<file path="src/rtl/mcu_spi_pkg.sv">
// Shared constants for the MCU-to-FPGA SPI link; the command codes match the
// MCU firmware header.
package mcu_spi_pkg;

    localparam logic [7:0] CMD_SYS = 8'd1;
    localparam logic [7:0] CMD_HID = 8'd2;
    localparam logic [7:0] CMD_OSD = 8'd3;
    localparam logic [7:0] CMD_SDC = 8'd4;

    typedef enum logic [1:0] {IDLE, CMD, PAYLOAD} spi_state_t;

    typedef enum logic [2:0] {TGT_NONE, TGT_SYS, TGT_HID, TGT_OSD, TGT_SDC} target_t;

    function automatic target_t decode_target(input logic [7:0] cmd);
        case (cmd)
            CMD_SYS: return TGT_SYS;
            CMD_HID: return TGT_HID;
            CMD_OSD: return TGT_OSD;
            CMD_SDC: return TGT_SDC;
            default: return TGT_NONE;
        endcase
    endfunction

endpackage

</file>
<file path="src/rtl/spi_sync_edge.sv">
// Multi-flop synchronizer for an asynchronous SPI line, with registered
// one-cycle rise/fall pulses on the synchronized level.
module spi_sync_edge #(
    parameter int   STAGES     = 2,
    parameter logic IDLE_LEVEL = 1'b0
) (
    input  logic clk,
    input  logic reset,
    input  logic din,
    output logic level,
    output logic rise,
    output logic fall
);

    logic [STAGES-1:0] chain;
    logic              prev;

    always_ff @(posedge clk) begin
        if (reset) begin
            chain <= {STAGES{IDLE_LEVEL}};
            prev  <= IDLE_LEVEL;
            rise  <= 1'b0;
            fall  <= 1'b0;
        end else begin
            chain <= {chain[STAGES-2:0], din};
            prev  <= chain[STAGES-1];
            rise  <= chain[STAGES-1] & ~prev;
            fall  <= ~chain[STAGES-1] & prev;
        end
    end

    assign level = chain[STAGES-1];

endmodule

</file>
<file path="src/rtl/mcu_spi_target.sv">
// SPI mode-0 target: command byte selects a consumer, payload bytes are
// strobed out to it, and the consumer's reply byte is shifted back one byte late.
module mcu_spi_target
    import mcu_spi_pkg::*;
#(
    parameter int         SYNC_STAGES = 2,
    parameter logic [7:0] IDLE_REPLY  = 8'h00
) (
    input  logic       clk,
    input  logic       reset,
    input  logic       spi_clk,
    input  logic       spi_ss_n,
    input  logic       spi_mosi,
    output logic       spi_miso,
    output logic       mcu_start,
    output logic [7:0] mcu_data,
    output logic       mcu_sys_strobe,
    output logic       mcu_hid_strobe,
    output logic       mcu_osd_strobe,
    output logic       mcu_sdc_strobe,
    input  logic [7:0] sys_din,
    input  logic [7:0] hid_din,
    input  logic [7:0] osd_din,
    input  logic [7:0] sdc_din,
    output spi_state_t dbg_state,
    output logic [2:0] dbg_bit_cnt
);

    logic sck_level, sck_rise, sck_fall;
    logic ss_level, ss_rise, ss_fall;
    logic [SYNC_STAGES-1:0] mosi_sync;
    logic mosi_s;

    spi_sync_edge #(.STAGES(SYNC_STAGES), .IDLE_LEVEL(1'b0)) u_sck (
        .clk(clk), .reset(reset), .din(spi_clk),
        .level(sck_level), .rise(sck_rise), .fall(sck_fall)
    );

    spi_sync_edge #(.STAGES(SYNC_STAGES), .IDLE_LEVEL(1'b1)) u_ss (
        .clk(clk), .reset(reset), .din(spi_ss_n),
        .level(ss_level), .rise(ss_rise), .fall(ss_fall)
    );

    always_ff @(posedge clk) begin
        if (reset) mosi_sync <= '0;
        else       mosi_sync <= {mosi_sync[SYNC_STAGES-2:0], spi_mosi};
    end
    assign mosi_s = mosi_sync[SYNC_STAGES-1];

    // The ss_n chain restarts at the idle level after reset, so a select line
    // already low would look like a fresh falling edge. Only arm once the
    // chain carries real samples and shows ss_n high.
    logic [1:0] warm_cnt;
    logic       ss_armed;

    always_ff @(posedge clk) begin
        if (reset) begin
            warm_cnt <= 2'd0;
            ss_armed <= 1'b0;
        end else if (warm_cnt != 2'(SYNC_STAGES)) begin
            warm_cnt <= warm_cnt + 2'd1;
        end else if (ss_level) begin
            ss_armed <= 1'b1;
        end
    end

    spi_state_t state, state_n;
    logic [2:0] bit_cnt;
    logic [6:0] rx_shift;
    logic [7:0] tx_shift;
    logic [7:0] rx_byte;
    logic [7:0] reply_byte;
    target_t    target, cmd_target, reply_target;
    logic       first_pending;
    logic       active;
    logic       byte_done;

    always_comb begin
        active       = (state != IDLE) && !ss_level && !ss_rise;
        byte_done    = active && sck_rise && (bit_cnt == 3'd7);
        rx_byte      = {rx_shift, mosi_s};
        cmd_target   = decode_target(rx_byte);
        reply_target = (state == CMD) ? cmd_target : target;
        reply_byte   = IDLE_REPLY;
        case (reply_target)
            TGT_SYS: reply_byte = sys_din;
            TGT_HID: reply_byte = hid_din;
            TGT_OSD: reply_byte = osd_din;
            TGT_SDC: reply_byte = sdc_din;
            default: reply_byte = IDLE_REPLY;
        endcase
    end

    always_comb begin
        state_n = state;
        if (ss_rise) begin
            state_n = IDLE;
        end else begin
            case (state)
                IDLE:    if (ss_fall && ss_armed) state_n = CMD;
                CMD:     if (byte_done) state_n = PAYLOAD;
                default: state_n = state;
            endcase
        end
    end

    always_ff @(posedge clk) begin
        if (reset) state <= IDLE;
        else       state <= state_n;
    end

    always_ff @(posedge clk) begin
        if (reset) begin
            bit_cnt        <= 3'd0;
            rx_shift       <= 7'd0;
            tx_shift       <= 8'd0;
            target         <= TGT_NONE;
            first_pending  <= 1'b0;
            mcu_data       <= 8'h00;
            mcu_start      <= 1'b0;
            mcu_sys_strobe <= 1'b0;
            mcu_hid_strobe <= 1'b0;
            mcu_osd_strobe <= 1'b0;
            mcu_sdc_strobe <= 1'b0;
        end else begin
            mcu_start      <= 1'b0;
            mcu_sys_strobe <= 1'b0;
            mcu_hid_strobe <= 1'b0;
            mcu_osd_strobe <= 1'b0;
            mcu_sdc_strobe <= 1'b0;
            if (state == IDLE) begin
                bit_cnt <= 3'd0;
                if (ss_fall && ss_armed) begin
                    tx_shift      <= IDLE_REPLY;
                    target        <= TGT_NONE;
                    first_pending <= 1'b1;
                end
            end else if (ss_rise) begin
                bit_cnt <= 3'd0;
            end else if (active && sck_rise) begin
                rx_shift <= rx_byte[6:0];
                bit_cnt  <= bit_cnt + 3'd1;
                if (byte_done) begin
                    tx_shift <= reply_byte;
                    if (state == CMD) begin
                        target <= cmd_target;
                    end else if (target != TGT_NONE) begin
                        mcu_data      <= rx_byte;
                        mcu_start     <= first_pending;
                        first_pending <= 1'b0;
                        case (target)
                            TGT_SYS: mcu_sys_strobe <= 1'b1;
                            TGT_HID: mcu_hid_strobe <= 1'b1;
                            TGT_OSD: mcu_osd_strobe <= 1'b1;
                            TGT_SDC: mcu_sdc_strobe <= 1'b1;
                            default: ;
                        endcase
                    end
                end
            // The fall after a byte's last bit must keep the freshly loaded bit 7.
            end else if (active && sck_fall && (bit_cnt != 3'd0)) begin
                tx_shift <= {tx_shift[6:0], 1'b0};
            end
        end
    end

    assign spi_miso    = ((state != IDLE) && !ss_level) ? tx_shift[7] : 1'b0;
    assign dbg_state   = state;
    assign dbg_bit_cnt = bit_cnt;

endmodule

</file>
<file path="config.mk">
export PLATFORM = sky130hd
export DESIGN_NAME = mcu_spi_target
export DESIGN_NICKNAME = d
export VERILOG_FILES = /design/src/rtl/mcu_spi_pkg.sv /design/src/rtl/spi_sync_edge.sv /design/src/rtl/mcu_spi_target.sv
export SDC_FILE = /design/constraint.sdc
export NUM_CORES = 1
export LEC_CHECK = 0
export ABC_AREA = 1
export CAP_MARGIN = 20
export CELL_PAD_IN_SITES_DETAIL_PLACEMENT = 2
export CELL_PAD_IN_SITES_GLOBAL_PLACEMENT = 2
export CORE_MARGIN = 5
export CORE_UTILIZATION = 26
export CTS_BUF_LIST = sky130_fd_sc_hd__clkbuf_8
export CTS_CLUSTER_DIAMETER = 30
export DETAILED_ROUTE_END_ITERATION = 10
export GPL_TIMING_DRIVEN = 0
export PLACE_DENSITY_LB_ADDON = 0.1
export SLEW_MARGIN = 20
export SYNTH_ARGS = -nofsm -noshare
export SYNTH_HDL_FRONTEND = slang
export SYNTH_SLANG_ARGS = --single-unit
</file>
<file path="constraint.sdc">
create_clock -name clk -period 1.8 [get_ports clk]
set_clock_uncertainty 0.2 [all_clocks]
set_input_delay 0.36 -clock clk [delete_from_list [all_inputs] [get_ports clk]]
set_output_delay 0.36 -clock clk [all_outputs]
set_load 0.05 [all_outputs]
</file>
==> impl.org <==
** Outcome
- Outcome :: finished, violations left
- Failing checks :: setup timing

** Synth
- Sequential elements use 42.6% of the synthesized area.
- The number of nets in the synthesized netlist is 353.
- Largest family of logic cells by synthesized area :: simple AND/OR/NAND/NOR gates
- Most frequent cell after synthesis :: nand2_1
- Share of the synthesized area in the top cell type :: 42.6%
- Synthesized flop and latch total :: 52
- Avg Synthesized Cell Area :: 7.84 µm²
- After Yosys synthesis, and, or, nand and nor cells account for 29.7% of the synthesized area.
- Commonest cells post-synth :: 63 x nand2_1, 52 x dfxtp_1, 27 x a21oi_1
- Biggest area contributors in the synthesized netlist :: dfxtp_1 43%, nand2_1 9.7%, nand4_1 6.6%, a21oi_1 5.5%, inv_1 4.0%
- Cell taking the most area after synthesis :: dfxtp_1
- The cell area that synthesis handed to floorplanning was 0.00245 mm².
- Asr flop ratio synth :: 0%
- EDFF count, synth :: 0
- Counting every instance in the synthesized netlist gives 312.
- Area fraction in compound gates after synthesis :: 16.7%
- Among all flip-flop cells after synthesis, the most frequent one is dfxtp_1.
- Synthesis instantiated 33 different standard cells from the library.
- Multiplexer share of the synthesized area :: 0%
- Fraction of the mapped netlist area in adder cells :: 2.05%
- The Yosys step of the flow raised 0 warnings.
- Of the total synthesized cell area, the portion taken by XOR and XNOR cells is 0%.

** Worst setup path
- In this run the worst path has a maximum fanout of 8.
- The signal on the critical path passes through inv_2 > nand2_2 > nor2_4 > buf_6 > nand2_4 > nand2_4 > buf_12 > nor2_4 > buf_12 > nand3_1 > nand2_1 > o21ai_2 > nand2_1 > nand2_2 > a21oi_2.
- The worst setup path is of the flop to flop kind.
- Critical path data required time :: 1770 ps
- Number of cells on the worst reg-to-reg path :: 15
- The critical path runs through a total of 15 cells.
- Counting both buffers and inverters, the worst setup path holds a total of 4.
- STA classifies the critical path startpoint as a flop.
- Critical-path cell with the highest stage delay :: dfxtp_2
- Kind of cell adding the most delay to the critical path :: simple AND/OR/NAND/NOR gates
- The largest single stage delay on the critical path is 330 ps.
- Arrival time of the worst setup path :: 2000 ps
- The worst setup path is captured at a flop.

** STA
- Across all hold checks on the routed design, the worst slack comes to 205 ps.
- Highest Clock Rate :: 491 MHz
- Setup repair after global routing could not meet its margin everywhere.
- Dividing the final minimum period by the clock period gives 113%.
- For the pin with the worst max-slew slack, the measured transition is 729 ps.
- Final count of hold timing violations :: 0
- In the post-route analysis, the smallest setup slack over all paths is -235 ps.
- Setup TNS Final :: -1430 ps
- The routed design could run at a clock period as short as 2030 ps.
- Final Slew Violations :: 0
- Setup violations remaining at the end of the flow were counted as 9.
- Headroom to the max-slew limit came out at 51.4%.

** Detailed routing
- Number of nets still failing antenna checks after routing :: 0
- For this run, design rule violations remaining after detail routing come to 0.
- Dividing the detail-routed via count by the number of cells gives 4.90.
- Dividing the detail-routed wire length by the instance count gives 17.7 µm.
- DRC violation total after the first TritonRoute iteration :: 46
- Initial DRT Pass Iterations :: 4
- The detailed router placed 2559 vias in this run.
- Detailed Route WL :: 9.22 mm

** Flow run
- Max-cap violations in this run came to 0.

** Floorplan
- Die Width :: 107 µm
- Starting density of the core :: 26.6%
- After floorplanning, the core was divided into 35 placement rows.
- Number of primary I/O pins :: 56
- Y dimension of the die :: 107 µm
- The floorplan step defined a die boundary enclosing 0.0114 mm².
- The core region is 0.00920 mm².

** Clock tree
- Counting the buffers created by CTS gives 5.
- The clock passes through at most 2 buffers.
- Clock latency on the worst-skew pair, taken at its later pin, is 310 ps.
- CTS tree :: done
- The tree is rooted in a clkbuf_8.
- After clock tree synthesis, the clock-pin slew on the worst setup and hold paths is 100 ps.
- H-tree levels :: 2
- Counting every sink on the clock net gives 52.

** Place
- DP Worst Slack :: -296 ps
- Number of buffers added on ports :: 54
- Sum of net half-perimeters after detailed placement :: 5.94 mm
- Weighted congestion at the end of routability-driven global placement :: 0.770

** Power
- After layout, the design draws a total of 2230 µW.
- In this run the static leakage power is 0.00159 µW.
- Worst voltage drop across the vdd grid :: 412 µV
- Power spread over the standard cell area amounts to 583 mW/mm².

** Cells and area
- Proportion of layout cells with a drive suffix above 1 :: 34.3%
- Count of fill cells added during filler insertion :: 1015
- ANT cells :: 0
- Final Core Density :: 41.7%
- Relative to the synthesized area, the layout overhead comes to 56.7%.
- Count of nets after finishing :: 451

** GRT
- Global-route wire length before repair :: 14.6 mm
- The via count of the first global-routing pass is 2825.
- Global routing finished with a remaining overflow of 0.
- Initial antenna violation count :: 0
- For this run, the total global-route usage over all layers was measured as 16.2%.
- Pin count of the biggest net entering global routing :: 17

** Worst hold path
- Min-Delay Path Class :: flop to flop
- Along the worst hold path, the cell count comes to 2.
flip-flops by register name, summed over array words and instances, names as in the netlist, 2 cells and up:
name         count
dbg_bit_cnt      3
dbg_state        2
mcu_data         8
mosi_sync        2
rx_shift         7
target           3
tx_shift         8
u_sck.chain      2
u_ss.chain       2
warm_cnt         2
stage by stage:
stage / instance area, µm² / cells
final: 3830 / 522
after global routing: 3830 / 522
after CTS: 3700 / 513
after detailed placement: 3150 / 477
after global placement: 3150 / 477
after floorplan: 2470 / 312
timing repair:
item / in CTS / in global routing
cloned: 2 / 1
hold buffers: 0 / 0
endpoints found under the hold margin: 0 / 0
pin swaps: 23 / 21
gates resized for setup: 76 / 20
setup buffers: 27 / 9
setup endpoints to repair: 46 / 26
report_power, final:
part	total, µW	switching [µW]	internal, µW
registers	1200	18.3	1180
logic	224	104	120
clock network	812	400	412
total	2230	523	1710
logic make-up (layout without fill, tap and decap cells):
logic type / after synthesis / in the layout
AO/OA/AOI/OAI: 68 / 68
buffers and inverters: 47 / 146
adder cells (fa/ha/maj): 4 / 4
AND/OR/NAND/NOR: 141 / 141
flip-flops: 52 / 52
cells in the final DEF (no fill, tap or decap), types with 8 or more instances in the layout:
cell	instances
a21oi_2	10
inv_2	9
nand4_1	26
nand2_1	52
dlygate4sd2_1	13
dfxtp_2	8
clkdlybuf4s50_1	35
inv_1	20
nand2_2	13
a21oi_1	25
dfxtp_1	42
nor2_1	13
o21ai_0	18
buf_4	26
nand3_2	8
worst paths after layout:
kind / slack, ps / to / start
setup reg to reg: -230 / tx_shift[1] / rx_shift[3]
hold / removal: 200 / mosi_sync[1] / mosi_sync[0]
hold reg to reg: 200 / mosi_sync[1] / mosi_sync[0]
setup / recovery: -230 / tx_shift[1] / rx_shift[3]
layer usage:
| metal | global-route usage (%) | vias up | wire length (µm) |
|---|---|---|---|
| met5 | 0 | - | 0 |
| met4 | 3.29 | 0 | 66 |
| met3 | 3.07 | 6 | 275 |
| met2 | 30.2 | 53 | 4770 |
| met1 | 19.2 | 1257 | 4110 |
| li1 | - | 1243 | - |
worst register-to-register path: cells and delay by family (launching register included):
family	cells	cell delay [ps]
AND/OR/NAND/NOR	9	720
flip-flops	1	330
buffers and inverters	4	470
AO/OA/AOI/OAI	2	180
area by class of cell:
type | count | area (µm²) | share of cell area, %
clock inverters | 3 | 42.5 | 1.11
inverters | 35 | 150 | 3.92
repair buffers | 91 | 933 | 24.4
well taps | 111 | 139 | 3.62
flip-flops and latches | 52 | 1060 | 27.6
plain buffers | 12 | 92.6 | 2.42
multi-input cells | 213 | 1350 | 35.2
clock buffers | 5 | 68.8 | 1.80
(Power assumes the default switching activity.)
